`src/rtl/constant_encoder.sv`:
```
// Constant-table encoder: maps an operand onto a 3-bit small-constant code.
// Ports: clk, rst_n (sync, active-low), req_* in handshake, rsp_* out handshake, busy.
module constant_encoder #(
  parameter int WORD_SIZE = 16
) (
  input  logic                 clk,
  input  logic                 rst_n,
  input  logic                 req_valid,
  output logic                 req_ready,
  input  logic [WORD_SIZE-1:0] req_value,
  output logic                 rsp_valid,
  input  logic                 rsp_ready,
  output logic                 rsp_hit,
  output logic [2:0]           rsp_code,
  output logic                 busy
);

  typedef enum logic [1:0] {
    IDLE = 2'd0,
    SCAN = 2'd1,
    RESP = 2'd2
  } state_t;

  state_t               state;
  logic [2:0]           idx;
  logic [WORD_SIZE-1:0] operand;
  logic                 hit_q;
  logic [2:0]           code_q;
  logic [WORD_SIZE-1:0] entry;

  // Table entry at the scan index; code 7 is all-ones at full width.
  always_comb begin
    entry = '0;
    unique case (idx)
      3'd0: entry = WORD_SIZE'(0);
      3'd1: entry = WORD_SIZE'(1);
      3'd2: entry = WORD_SIZE'(2);
      3'd3: entry = WORD_SIZE'(4);
      3'd4: entry = WORD_SIZE'(8);
      3'd5: entry = WORD_SIZE'(32);
      3'd6: entry = WORD_SIZE'(48);
      3'd7: entry = '1;
      default: entry = '0;
    endcase
  end

  always_ff @(posedge clk) begin
    if (!rst_n) begin
      state   <= IDLE;
      idx     <= 3'd0;
      operand <= '0;
      hit_q   <= 1'b0;
      code_q  <= 3'd0;
    end else begin
      unique case (state)
        IDLE: begin
          if (req_valid) begin
            operand <= req_value;
            idx     <= 3'd0;
            state   <= SCAN;
          end
        end
        SCAN: begin
          // Scan upward so the lowest matching code wins.
          if (operand == entry) begin
            hit_q  <= 1'b1;
            code_q <= idx;
            state  <= RESP;
          end else if (idx == 3'd7) begin
            hit_q  <= 1'b0;
            code_q <= 3'd0;
            state  <= RESP;
          end else begin
            idx <= idx + 3'd1;
          end
        end
        RESP: begin
          if (rsp_ready) begin
            hit_q  <= 1'b0;
            code_q <= 3'd0;
            state  <= IDLE;
          end
        end
        default: begin
          state <= IDLE;
        end
      endcase
    end
  end

  assign req_ready = (state == IDLE);
  assign rsp_valid = (state == RESP);
  assign rsp_hit   = hit_q;
  assign rsp_code  = code_q;
  assign busy      = (state != IDLE);

endmodule

```
`config.mk`:
```
export PLATFORM = sky130hd
export DESIGN_NAME = constant_encoder
export DESIGN_NICKNAME = d
export VERILOG_FILES = /design/src/rtl/constant_encoder.sv
export SDC_FILE = /design/constraint.sdc
export NUM_CORES = 1
export LEC_CHECK = 0
export ABC_AREA = 1
export BUFFER_PORTS_ARGS = -buffer_cell sky130_fd_sc_hd__buf_2
export CELL_PAD_IN_SITES_DETAIL_PLACEMENT = 0
export CELL_PAD_IN_SITES_GLOBAL_PLACEMENT = 1
export CORE_ASPECT_RATIO = 0.75
export CORE_UTILIZATION = 39
export CTS_CLUSTER_DIAMETER = 40
export DETAILED_ROUTE_END_ITERATION = 10
export GPL_ROUTABILITY_DRIVEN = 0
export HOLD_SLACK_MARGIN = 0.06
export PLACE_DENSITY = 0.83
export SLEW_MARGIN = 40
export SYNTH_ARGS = -nofsm -noshare
export SYNTH_HDL_FRONTEND = slang
export SYNTH_SLANG_ARGS = --single-unit
export TNS_END_PERCENT = 10
```
`constraint.sdc`:
```
create_clock -name clk -period 2.81 [get_ports clk]
set_clock_uncertainty 0.2 [all_clocks]
set_input_delay 0.4215 -clock clk [delete_from_list [all_inputs] [get_ports clk]]
set_output_delay 0.4215 -clock clk [all_outputs]
set_load 0.03 [all_outputs]
```
==> Word-level counts from Yosys, hierarchy flattened <==
Memories as Yosys holds them, arrays and structs flattened. A register that Yosys moved wholly into a read port is not among the register bits.
Index checks and enable logic that the tools add are counted.
{ "totals": {"mem_count": 1, "out_inout_bits": 7, "input_bits": 20, "romBits": 128, "elab_cells": 43, "register_bits": 25} }
{ "mem_list": {"columns": ["name", "words", "word_bits", "read_ports", "rd_ports_with_merged_regs", "write_ports", "line_no", "text"], "rows": [
  ["(name not given)", 8, 16, 1, 1, 0, "34", "unique case (idx)"]
]} }
{ "op_classes": {"n_reduce_logical": 8, "n_eq_ne": 9, "muxes": 19, "add_sub_neg": 1} }
{ "op_table": {"columns": ["cell", "n"], "rows": [
  ["$mux 3", 8],
  ["$eq 16x16->1", 1],
  ["$pmux 3 s2", 2],
  ["$mux 2", 4],
  ["$ne 2x2->1 const B", 3],
  ["$pmux 2 s3", 1],
  ["$reduce_and 3->1", 2],
  ["$reduce_bool 2->1", 3],
  ["$reduce_and 4->1", 1],
  ["$add 3x1->3 const B", 1],
  ["$eq 3x3->1 const B", 1],
  ["$mux 1", 3],
  ["$ne 3x3->1 const B", 1],
  ["$eq 2x1->1 const B", 1],
  ["$eq 2x2->1 const B", 1],
  ["$logic_not 2->1", 1],
  ["$ne 2x1->1 const B", 1],
  ["$pmux 1 s2", 1],
  ["$reduce_and 2->1", 1]
]} }

==> Longest topological paths before layout <==
Gate-level depths: netlist of run 1.
{ "depth": {"depth_word": 6, "ltp_mapped": 16, "depth_no_buf": 16} }

==> Least setup slack after synthesis of run 1 <==
No wires, ideal clock.
{ "synth_path": {"path_kind": "register -> register", "from": "reg idx[0]", "to": "reg, netlist name entry[3]", "synth_period_minus_slack_ns": 1.960, "required_time_ns": 2.545, "t_arrival_ns": 1.695, "path_buffers": 0, "setup_ns": 0.065, "path_stages_with_launch": 13, "setup_slack_ns": 0.850, "cell_sequence": "dfxtp_1 -> ha_1 -> ha_1 -> nor2_4 -> nand2_4 -> nand2_4 -> nand2_1 -> nand2_1 -> inv_2 -> nor2_2 -> inv_2 -> ha_1 -> nor2_1"} }
{ "synth_via": {"elab_chain_cells": 6, "word_cells_on_any_way": 9, "cone_classes": "add/sub (1); eq/ne (2); mux (5); reduce/logical (1)"} }
{ "synth_lines": {"columns": ["element", "line_no", "text"], "rows": [
  ["from (decl)", "25", "logic [2:0] idx;"],
  ["from (signal assigned)", "74", "idx <= idx + 3'd1;"],
  ["$add 3x1->3", "74", null],
  ["$mux 3", "69", "end else if (idx == 3'd7) begin"],
  ["$mux 3", "65", "if (operand == entry) begin"],
  ["$pmux 3 s2", "55", "unique case (state)"],
  ["$mux 3 (no line) (*) (2 in series)", null, null]
]} }
Every way passes the cells marked *; elsewhere a longest branch is shown, timed or not. The select of a mux whose other input is x is not followed.
A chain may end at the register's enable or synchronous reset.

==> Final worst setup path of run 1 <==
{ "layout_path": {"from": "reg idx[0]", "to": "reg, netlist name entry[3]"} }
{ "layout_via": {"elab_chain_cells": 6, "word_cells_on_any_way": 9, "cone_classes": "add/sub (1); eq/ne (2); mux (5); reduce/logical (1)"} }
{ "layout_lines": {"columns": ["element", "line_no"], "rows": [
  ["$add 3x1->3", "74"],
  ["$mux 3", "69"],
  ["$mux 3", "65"],
  ["$pmux 3 s2", "55"],
  ["$mux 3 (no line) (*) (2 in series)", null]
]} }
Marks and branches as above.

==> results of run 1 <==
-- routing by layer --
layer | GRT usage | share of wire | vias up | routed length [µm]
met4 | 0.0686 | 0.021 | 0 | 55
met3 | 0.0516 | 0.060 | 6 | 157
met5 | 0 | 0 | - | 0
met1 | 0.209 | 0.54 | 507 | 1410
met2 | 0.209 | 0.38 | 21 | 1010
li1 | - | - | 643 | -
-- sequential cells by signal, indices dropped and copies added, names as in the netlist --
name / cells
entry: 7
idx: 3
operand: 16
rsp_code: 3
rsp_hit: 1
state: 2
-- final cells by class --
type | instances | area, µm² | area share
clock buffer | 8 | 90.1 | 0.0531
multi-input combinational | 126 | 667 | 0.393
tap | 50 | 62.6 | 0.0369
inverter | 26 | 97.6 | 0.0576
sequential | 32 | 641 | 0.378
timing repair buffer | 27 | 138 | 0.0812
-- worst max-delay path: stages, from the launching register on --
cell and delay (ns):
dfxtp_1 0.34, ha_1 0.21, ha_1 0.20, nor2_4 0.14, nand2_4 0.08, nand2_4 0.10, nand2_1 0.06, nand2_1 0.07
inv_2 0.05, nor2_2 0.15, inv_2 0.06, ha_1 0.28, nor2_1 0.10
-- cell usage in the layout (no fill, tap or decap), types with 2 or more instances in the layout --
cell	synthesis	layout
o21ai_0	16	16
nand2_4	3	3
clkbuf_8	0	6
nand3_2	2	2
ha_1	6	6
xnor2_1	4	4
nor2_2	4	4
inv_2	3	3
nand3_1	5	5
buf_2	1	26
inv_1	22	22
clkbuf_1	1	2
nor2_1	30	30
nand2_1	35	35
dfxtp_1	32	32
or2_2	2	2
a21oi_1	13	13
-- metrics by stage --
stage / hold slack [ns] / power, mW / instances
final: 0.182 / 1.09 / 269
after global routing: 0.211 / 1.15 / 269
after CTS: 0.177 / 1.11 / 269
after detailed placement: 0.256 / 0.739 / 261
after global placement: 0.255 / 0.738 / 261
after floorplan: 0.243 / 0.689 / 189
-- worst min-delay path by stage --
stage                             from          end  slack, ns  depth (start not counted)
final                     req_value[6]   operand[6]       0.18                          3
after global routing      req_value[4]   operand[4]       0.21                          3
after CTS                 req_value[6]   operand[6]       0.18                          3
after detailed placement   rsp_code[2]  rsp_code[2]       0.26                          2
after global placement     rsp_code[1]  rsp_code[1]       0.25                          2
after floorplan            operand[15]  operand[15]       0.24                          2
-- power by group through the flow --
| stage | logic, mW | registers [mW] | clock network [mW] |
|---|---|---|---|
| 3_5_place_dp | 0.211 | 0.528 | 0 |
| 6_report | 0.207 | 0.518 | 0.364 |
| 5_1_grt | 0.240 | 0.523 | 0.392 |
| 3_3_place_gp | 0.210 | 0.528 | 0 |
| 2_1_floorplan | 0.166 | 0.523 | 0 |
| 4_1_cts | 0.212 | 0.518 | 0.377 |
-- logic make-up (layout without fill, tap and decap cells) --
logic type               after synthesis  after routing  share of synthesized area
XOR/XNOR                               4              4                     0.0244
AND/OR/NAND/NOR                       84             84                      0.268
adder cells (fa/ha/maj)                6              6                     0.0522
AO/OA/AOI/OAI                         32             32                      0.119
buffers and inverters                 31             61                     0.0905
flip-flops                            32             32                      0.446
==> results.toml, run 1 <==
[power_and_ir_drop]
pwr-share-clk = 0.334
combinationalPowerShare = 0.190
leakage_nw = 0.812
p_sw_mw = 0.319
seqPwrFrac = 0.476
power.density_nw_per_um2 = 642
ir_worst_vdd_uv = 363
p_int_mw = 0.770
swShare = 0.293

[timing]
worst_pin_slew_ns = 0.281
relSlewSlack = 0.813
setup_viol = 0
hold_viol_final = 0
fin_ws_ns = 0.704
totalNegativeSetupSlack_ns = 0
min_period_over_period = 0.749
rsz0062_at_grt = "no"
drv_slew = 0
post-route-min-period_ns = 2.11
max_clock_freq_mhz = 475

[cts]
cts_resized = 0
tritoncts = "done"
cts_root_buf = "clkbuf_8"
cts_sinks = 32
cts_buffer_depth = 2
cts_buffers = 5
ctsHtreeMaxLevel = 2
clkTransAtPathRegs_ns = 0.06
cts_hold_buf = 0
clk_latency_ns = 0.28
postCtsSetupBuffers = 0

[setup_path]
rr_worst_depth = 12
cp-end-kind = "flop"
worst_setup_path_start_kind = "flop"
criticalPathCategory = "flop to flop"
rrSetupSlack_ns = 0.70
required_ns = 2.83
crit_fanout = 5
crit_path_end = "entry[3]"
rr_startpoint = "idx[0]"
r2r-end = "entry[3]"
setup.worst_path.start = "idx[0]"
cp.arrival_ns = 2.13

[route]
drt_iter0_markers = 26
via_per_inst = 4.38
wire_per_inst_um = 9.80
antenna_left = 0
num_vias = 1177
drc = 0
drt_wl_total_um = 2640
dr.pass1.iters = 4

[final_layout]
utilization = 0.499
diodes = 0
layout-drive-gt1-share = 0.228
nNetsFinal = 244
nFillCells = 354
areaGrowthSynthToFinish_pct = 17.9
final_area_um2 = 1700

[grt]
grt_antenna_before_repair = 0
grt_pass1_wl_um = 4340
grt_max_degree = 28
grt_util_all_layers = 0.151
grt.overflow.total = 0
grt_pass1_vias = 1003

[min_path]
hold_class = "primary input to flop"

[synthesis]
synthCells = 189
synth_cell_types = 26
synth.avg_cell_area_um2 = 7.61
synth_seq_cells = 32
synth_edf_count = 0
synth_area_um2 = 1440
synth_area_leaders = "dfxtp_1 (45%), nand2_1 (9.1%), nor2_1 (7.8%)"
yosys_warnings = 0
async_flop_share = 0
synthTopCellsByCount = "nand2_1 (35), dfxtp_1 (32), nor2_1 (30), inv_1 (22), o21ai_0 (16)"
yosysMostFrequentCell = "nand2_1"
syn_nets = 215
synth_top_area_cell = "dfxtp_1"
dominantRegCellSynth = "dfxtp_1"
ys_seq_area_frac = 0.446
yosysTopAreaCellShare = 0.446

[floorplanning]
initial_core_util = 0.423
die_h_um = 54.6
die_area_um2 = 3940
io_pins = 27
chipWidth_um = 72.1
rows = 18
coreArea_um2 = 3400

[place]
dp_hpwl_um = 2000
port_buffers = 26
pre_cts_ws_ns = 0.697
placed_cell_area_um2 = 1610

[flow_run]
maxCapViolCount = 0

[run_status]
status = "finished, final reports clean"
(Power assumes the default switching activity.)
==> run 2: changes to the inputs <==
==> constraint.sdc (replaced) <==
create_clock -name clk -period 2.08 [get_ports clk]
set_clock_uncertainty 0.2 [all_clocks]
set_input_delay 0.312 -clock clk [delete_from_list [all_inputs] [get_ports clk]]
set_output_delay 0.312 -clock clk [all_outputs]
set_load 0.03 [all_outputs]
==> run 2 against run 1 <==
  * First-iteration DRC count is 3.8% higher
  * Setup slack got worse by 0.64 ns
  * Non-clock buffer count up 7
==> results.toml, run 2 (same netlist as run 1, synthesis figures left out) <==
[run_status]
status = "finished, final reports clean"

[setup_path]
crit_fanout = 5
worst_setup_path_start_kind = "flop"
slowest_delay_ns = 0.33
rrSetupSlack_ns = 0.06
required_ns = 2.10
crit_family = "simple AND/OR/NAND/NOR gates"
critPathSlowestCell = "dfxtp_2"
cp.arrival_ns = 2.04
criticalPathCategory = "flop to flop"
cp_num_buf_inv = 2
cp-end-kind = "flop"
path_cells = "ha_1 > ha_2 > nor2_4 > nand2_4 > nand2_8 > nand2_1 > nand2_2 > inv_2 > nor2_4 > inv_2 > ha_1 > nor2_1"

[final_layout]
regMostFlops = "operand"
largest_reg_flops = 16
layout-drive-gt1-share = 0.367
final_common_cell = "nand2_1"
nNetsFinal = 251
register_area_um2 = 651
nFillCells = 350
multi_input_area_um2 = 736
diodes = 0
final_cell_mix = "nand2_1 (32), nor2_1 (28), buf_2 (26)"
utilization = 0.538
areaGrowthSynthToFinish_pct = 27.2

[route]
antenna_left = 0
drt_iter0_markers = 27
top_layer = "met4"
drc = 0
num_vias = 1196
wire_per_inst_um = 9.55
wl_met3_um = 117
met1_length_um = 1480
via_per_inst = 4.33
drt_wl_total_um = 2640
wl_met2_um = 1010
dr.pass1.iters = 4

[power_and_ir_drop]
ir_worst_vdd_uv = 448
leakage_nw = 0.849
total_power_mw = 1.52
power.density_nw_per_um2 = 831

[place]
dp_hpwl_um = 1940
port_buffers = 26

[grt]
grt_pass1_vias = 1011
grt_util_all_layers = 0.159
grt_pass1_wl_um = 4490
grt.overflow.total = 0
grt_antenna_before_repair = 0
grt_max_degree = 28

[floorplanning]
die_h_um = 54.6
rows = 18
io_pins = 27
initial_core_util = 0.423
die_area_um2 = 3940
coreArea_um2 = 3400
chipWidth_um = 72.1

[timing]
min_period_over_period = 0.970
rsz0062_at_grt = "yes"
max_clock_freq_mhz = 496
hold_viol_final = 0
post-route-min-period_ns = 2.02
drv_slew = 0
relSlewSlack = 0.764
setup_viol = 0
worst_pin_slew_ns = 0.352

[cts]
cts_buffer_depth = 2
ctsHtreeMaxLevel = 2
cts_buffers = 5
clkTransAtPathRegs_ns = 0.07
cts_sinks = 32
cts_root_buf = "clkbuf_8"
clk_latency_ns = 0.28
tritoncts = "done"
cts_hold_buf = 0

[flow_run]
maxCapViolCount = 0

[min_path]
hold_class = "primary input to flop"
-- run 2: cell types whose count changed in the layout (fill, tap and decap cells not counted), sizes merged --
cell	change
buf	+7
clkbuf	-2
clkinv	+2
-- run 2: cell type report --
type,instances,share of cell area
multi-input combinational,126,0.402
sequential,32,0.356
timing repair buffer,34,0.104
inverter,26,0.0534
clock buffer,6,0.0451
tap,50,0.0342
clock inverter,2,0.00547
-- run 2: where the power goes --
part           internal (mW)  switching, mW
registers              0.669         0.0353
logic                  0.139          0.201
clock network          0.263          0.212
total                   1.07          0.448
-- run 2: repair_timing --
| item | 4_1_cts | 5_1_grt |
|---|---|---|
| resized for setup | 0 | 29 |
| endpoints found under the setup margin | 0 | 5 |
| buffers inserted | 0 | 5 |
-- run 2: worst paths after layout --
| check | from | to | cells after the start |
|---|---|---|---|
| worst max-delay path | idx[1] | entry[3] | 12 |
| worst min-delay path | req_value[11] | operand[11] | 3 |
| worst max register to register | idx[1] | entry[3] | 12 |
| worst min register to register | operand[15] | operand[15] | 2 |
-- run 2: through the flow --
stage | cells | hold slack, ns | setup WS [ns] | setup TNS [ns] | area (µm²)
floorplan | 189 | 0.243 | 0.120 | 0 | 1440
global placement | 263 | 0.249 | 0.0349 | 0 | 1620
detailed placement | 263 | 0.256 | 0.0390 | 0 | 1620
CTS | 271 | 0.0651 | 0.0350 | 0 | 1710
global route | 276 | 0.0936 | -0.0470 | -0.177 | 1830
finish | 276 | 0.0755 | 0.0624 | 0 | 1830
-- run 2: worst register-to-register path: stages (launching register included) --
cell and delay (ns):
dfxtp_2 0.33, ha_1 0.18, ha_2 0.18, nor2_4 0.13, nand2_4 0.10, nand2_8 0.09, nand2_1 0.07, nand2_2 0.07
inv_2 0.05, nor2_4 0.16, inv_2 0.06, ha_1 0.28, nor2_1 0.07
-- run 2: layer usage --
layer	GRT usage	up-vias
li1	-	659
met1	0.227	513
met2	0.207	19
met3	0.0552	5
met4	0.0784	0
met5	0	-
==> run 3: changes to the inputs <==
--- a/config.mk
+++ b/config.mk
@@ -16,6 +16,7 @@
 export GPL_ROUTABILITY_DRIVEN = 0
 export HOLD_SLACK_MARGIN = 0.06
 export PLACE_DENSITY = 0.83
+export SETUP_SLACK_MARGIN = 0.3
 export SLEW_MARGIN = 40
 export SYNTH_ARGS = -nofsm -noshare
 export SYNTH_HDL_FRONTEND = slang
==> run 3 against run 2 <==
  * Setup slack improved by 0.058 ns
  * Cell count increased by 0.36%
  * Maximum frequency rose by 3.0%
  * Hold slack improved by 0.0092 ns
  * Combinational power is 1% higher
  * Global-route usage is 2.4 points higher
  * Non-clock buffer count grew 1
  * First-iteration DRC count grew 63%
  * Sequential share of layout area is 1.4 points lower
  * Sequential power grew 0.7%
  * Critical path type unchanged
==> results.toml, run 3 (same netlist as run 1, synthesis figures left out) <==
[min_path]
holdPathStages = 3
hold_class = "primary input to flop"

[power_and_ir_drop]
total_power_mw = 1.70
power.density_nw_per_um2 = 895
seqPwrFrac = 0.417
pwr-share-clk = 0.381
combinationalPowerShare = 0.202
ir_worst_vdd_uv = 476
p_sw_mw = 0.474
swShare = 0.278
leakage_nw = 0.869
p_int_mw = 1.23

[route]
drc = 0
num_vias = 1271
wire_per_inst_um = 11.2
via_per_inst = 4.59
drt_wl_total_um = 3100
antenna_left = 0
drt_iter0_markers = 44
dr.pass1.iters = 5

[cts]
ctsHtreeMaxLevel = 2
clkTransAtPathRegs_ns = 0.07
cts_hold_buf = 0
cts_buffers = 5
cts_root_buf = "clkbuf_8"
tritoncts = "done"
cts_sinks = 32
cts_buffer_depth = 2
clk_latency_ns = 0.28

[final_layout]
layout-drive-gt1-share = 0.352
utilization = 0.560
final_cell_mix = "nand2_1 (33), nor2_1 (26), dfxtp_1 (26), buf_2 (26), inv_1 (19)"
regMostFlops = "operand"
largest_reg_flops = 16
nNetsFinal = 252
final_common_cell = "nand2_1"
diodes = 0
areaGrowthSynthToFinish_pct = 32.5

[setup_path]
criticalPathCategory = "flop to flop"
cp_num_buf_inv = 4
rr_worst_depth = 13
cp.arrival_ns = 1.93
worst_setup_path_start_kind = "flop"
slowest_delay_ns = 0.35
path_cells = "inv_1 > nor2_2 > inv_2 > nor2_4 > nand2_4 > nand2_4 > nand2_1 > nand2_1 > inv_2 > nor2_4 > inv_2 > ha_1 > nor2_1"
critPathSlowestCell = "dfxtp_2"
crit_fanout = 6
crit_family = "simple AND/OR/NAND/NOR gates"
cp-end-kind = "flop"
cp_common_cell = "inv_2"
path_depth = 13
required_ns = 2.05

[timing]
rsz0062_at_grt = "yes"
relSlewSlack = 0.776
max_clock_freq_mhz = 510
post-route-min-period_ns = 1.96
setup_viol = 0
fin_ws_ns = 0.121
totalNegativeSetupSlack_ns = 0
holdWs_ns = 0.0847
min_period_over_period = 0.942
hold_viol_final = 0
drv_slew = 0
worst_pin_slew_ns = 0.334

[grt]
grt.overflow.total = 0
grt_util_all_layers = 0.182
grt_antenna_before_repair = 0
grt_max_degree = 27
grt_pass1_wl_um = 5100
grt_pass1_vias = 1161

[run_status]
status = "finished, final reports clean"

[floorplanning]
chipWidth_um = 72.1
die_area_um2 = 3940
rows = 18
coreArea_um2 = 3400
initial_core_util = 0.423
io_pins = 27
die_h_um = 54.6

[place]
port_buffers = 26
pre_cts_ws_ns = 0.0585
dp_hpwl_um = 2230

[flow_run]
maxCapViolCount = 0
## run 3: tightest hold or removal path: stages
cell and delay (ns):
buf_2 0.07, o21ai_0 0.07, nor2_1 0.08
## run 3: stage by stage
step | std cells | cell area [µm²]
after global routing | 277 | 1900
final | 277 | 1900
after floorplan | 189 | 1480
after detailed placement | 262 | 1650
after CTS | 276 | 1850
after global placement | 262 | 1650
## run 3: power groups by stage
stage	Combinational [mW]	Sequential [mW]	Clock [mW]
2_1_floorplan	0.229	0.712	0
3_3_place_gp	0.285	0.717	0
3_5_place_dp	0.294	0.719	0
4_1_cts	0.327	0.708	0.668
5_1_grt	0.388	0.717	0.703
6_report	0.345	0.710	0.650
## run 3: area by class of cell
class / instances / area (µm²)
Tap cell: 50 / 62.6
Sequential cell: 32 / 651
Clock buffer: 7 / 96.3
Fill cell: 332 / 1500
Clock inverter: 1 / 30.0
Timing Repair Buffer: 35 / 201
Multi-Input combinational cell: 126 / 766
Inverter: 26 / 97.6
## run 3: final timing paths
check,from,to,slack [ns]
worst min-delay path,req_value[4],operand[4],0.08
worst max register to register,state[0],entry[3],0.12
worst max-delay path,state[0],entry[3],0.12
worst min register to register,rsp_code[0],rsp_code[0],0.25
## run 3: timing repair
item                                    CTS  global route
setup buffers                             6             1
cloned                                    0             0
gates resized for setup                   9            13
pin swaps                                10            10
endpoints found under the setup margin    6            14
## run 3: layer usage
metal / GRT usage / vias to the layer above / share of wire
li1: - / 665 / -
met1: 0.223 / 579 / 0.48
met2: 0.282 / 23 / 0.47
met3: 0.0810 / 4 / 0.049
met4: 0.0784 / 0 / 0.0061
met5: 0 / - / 0
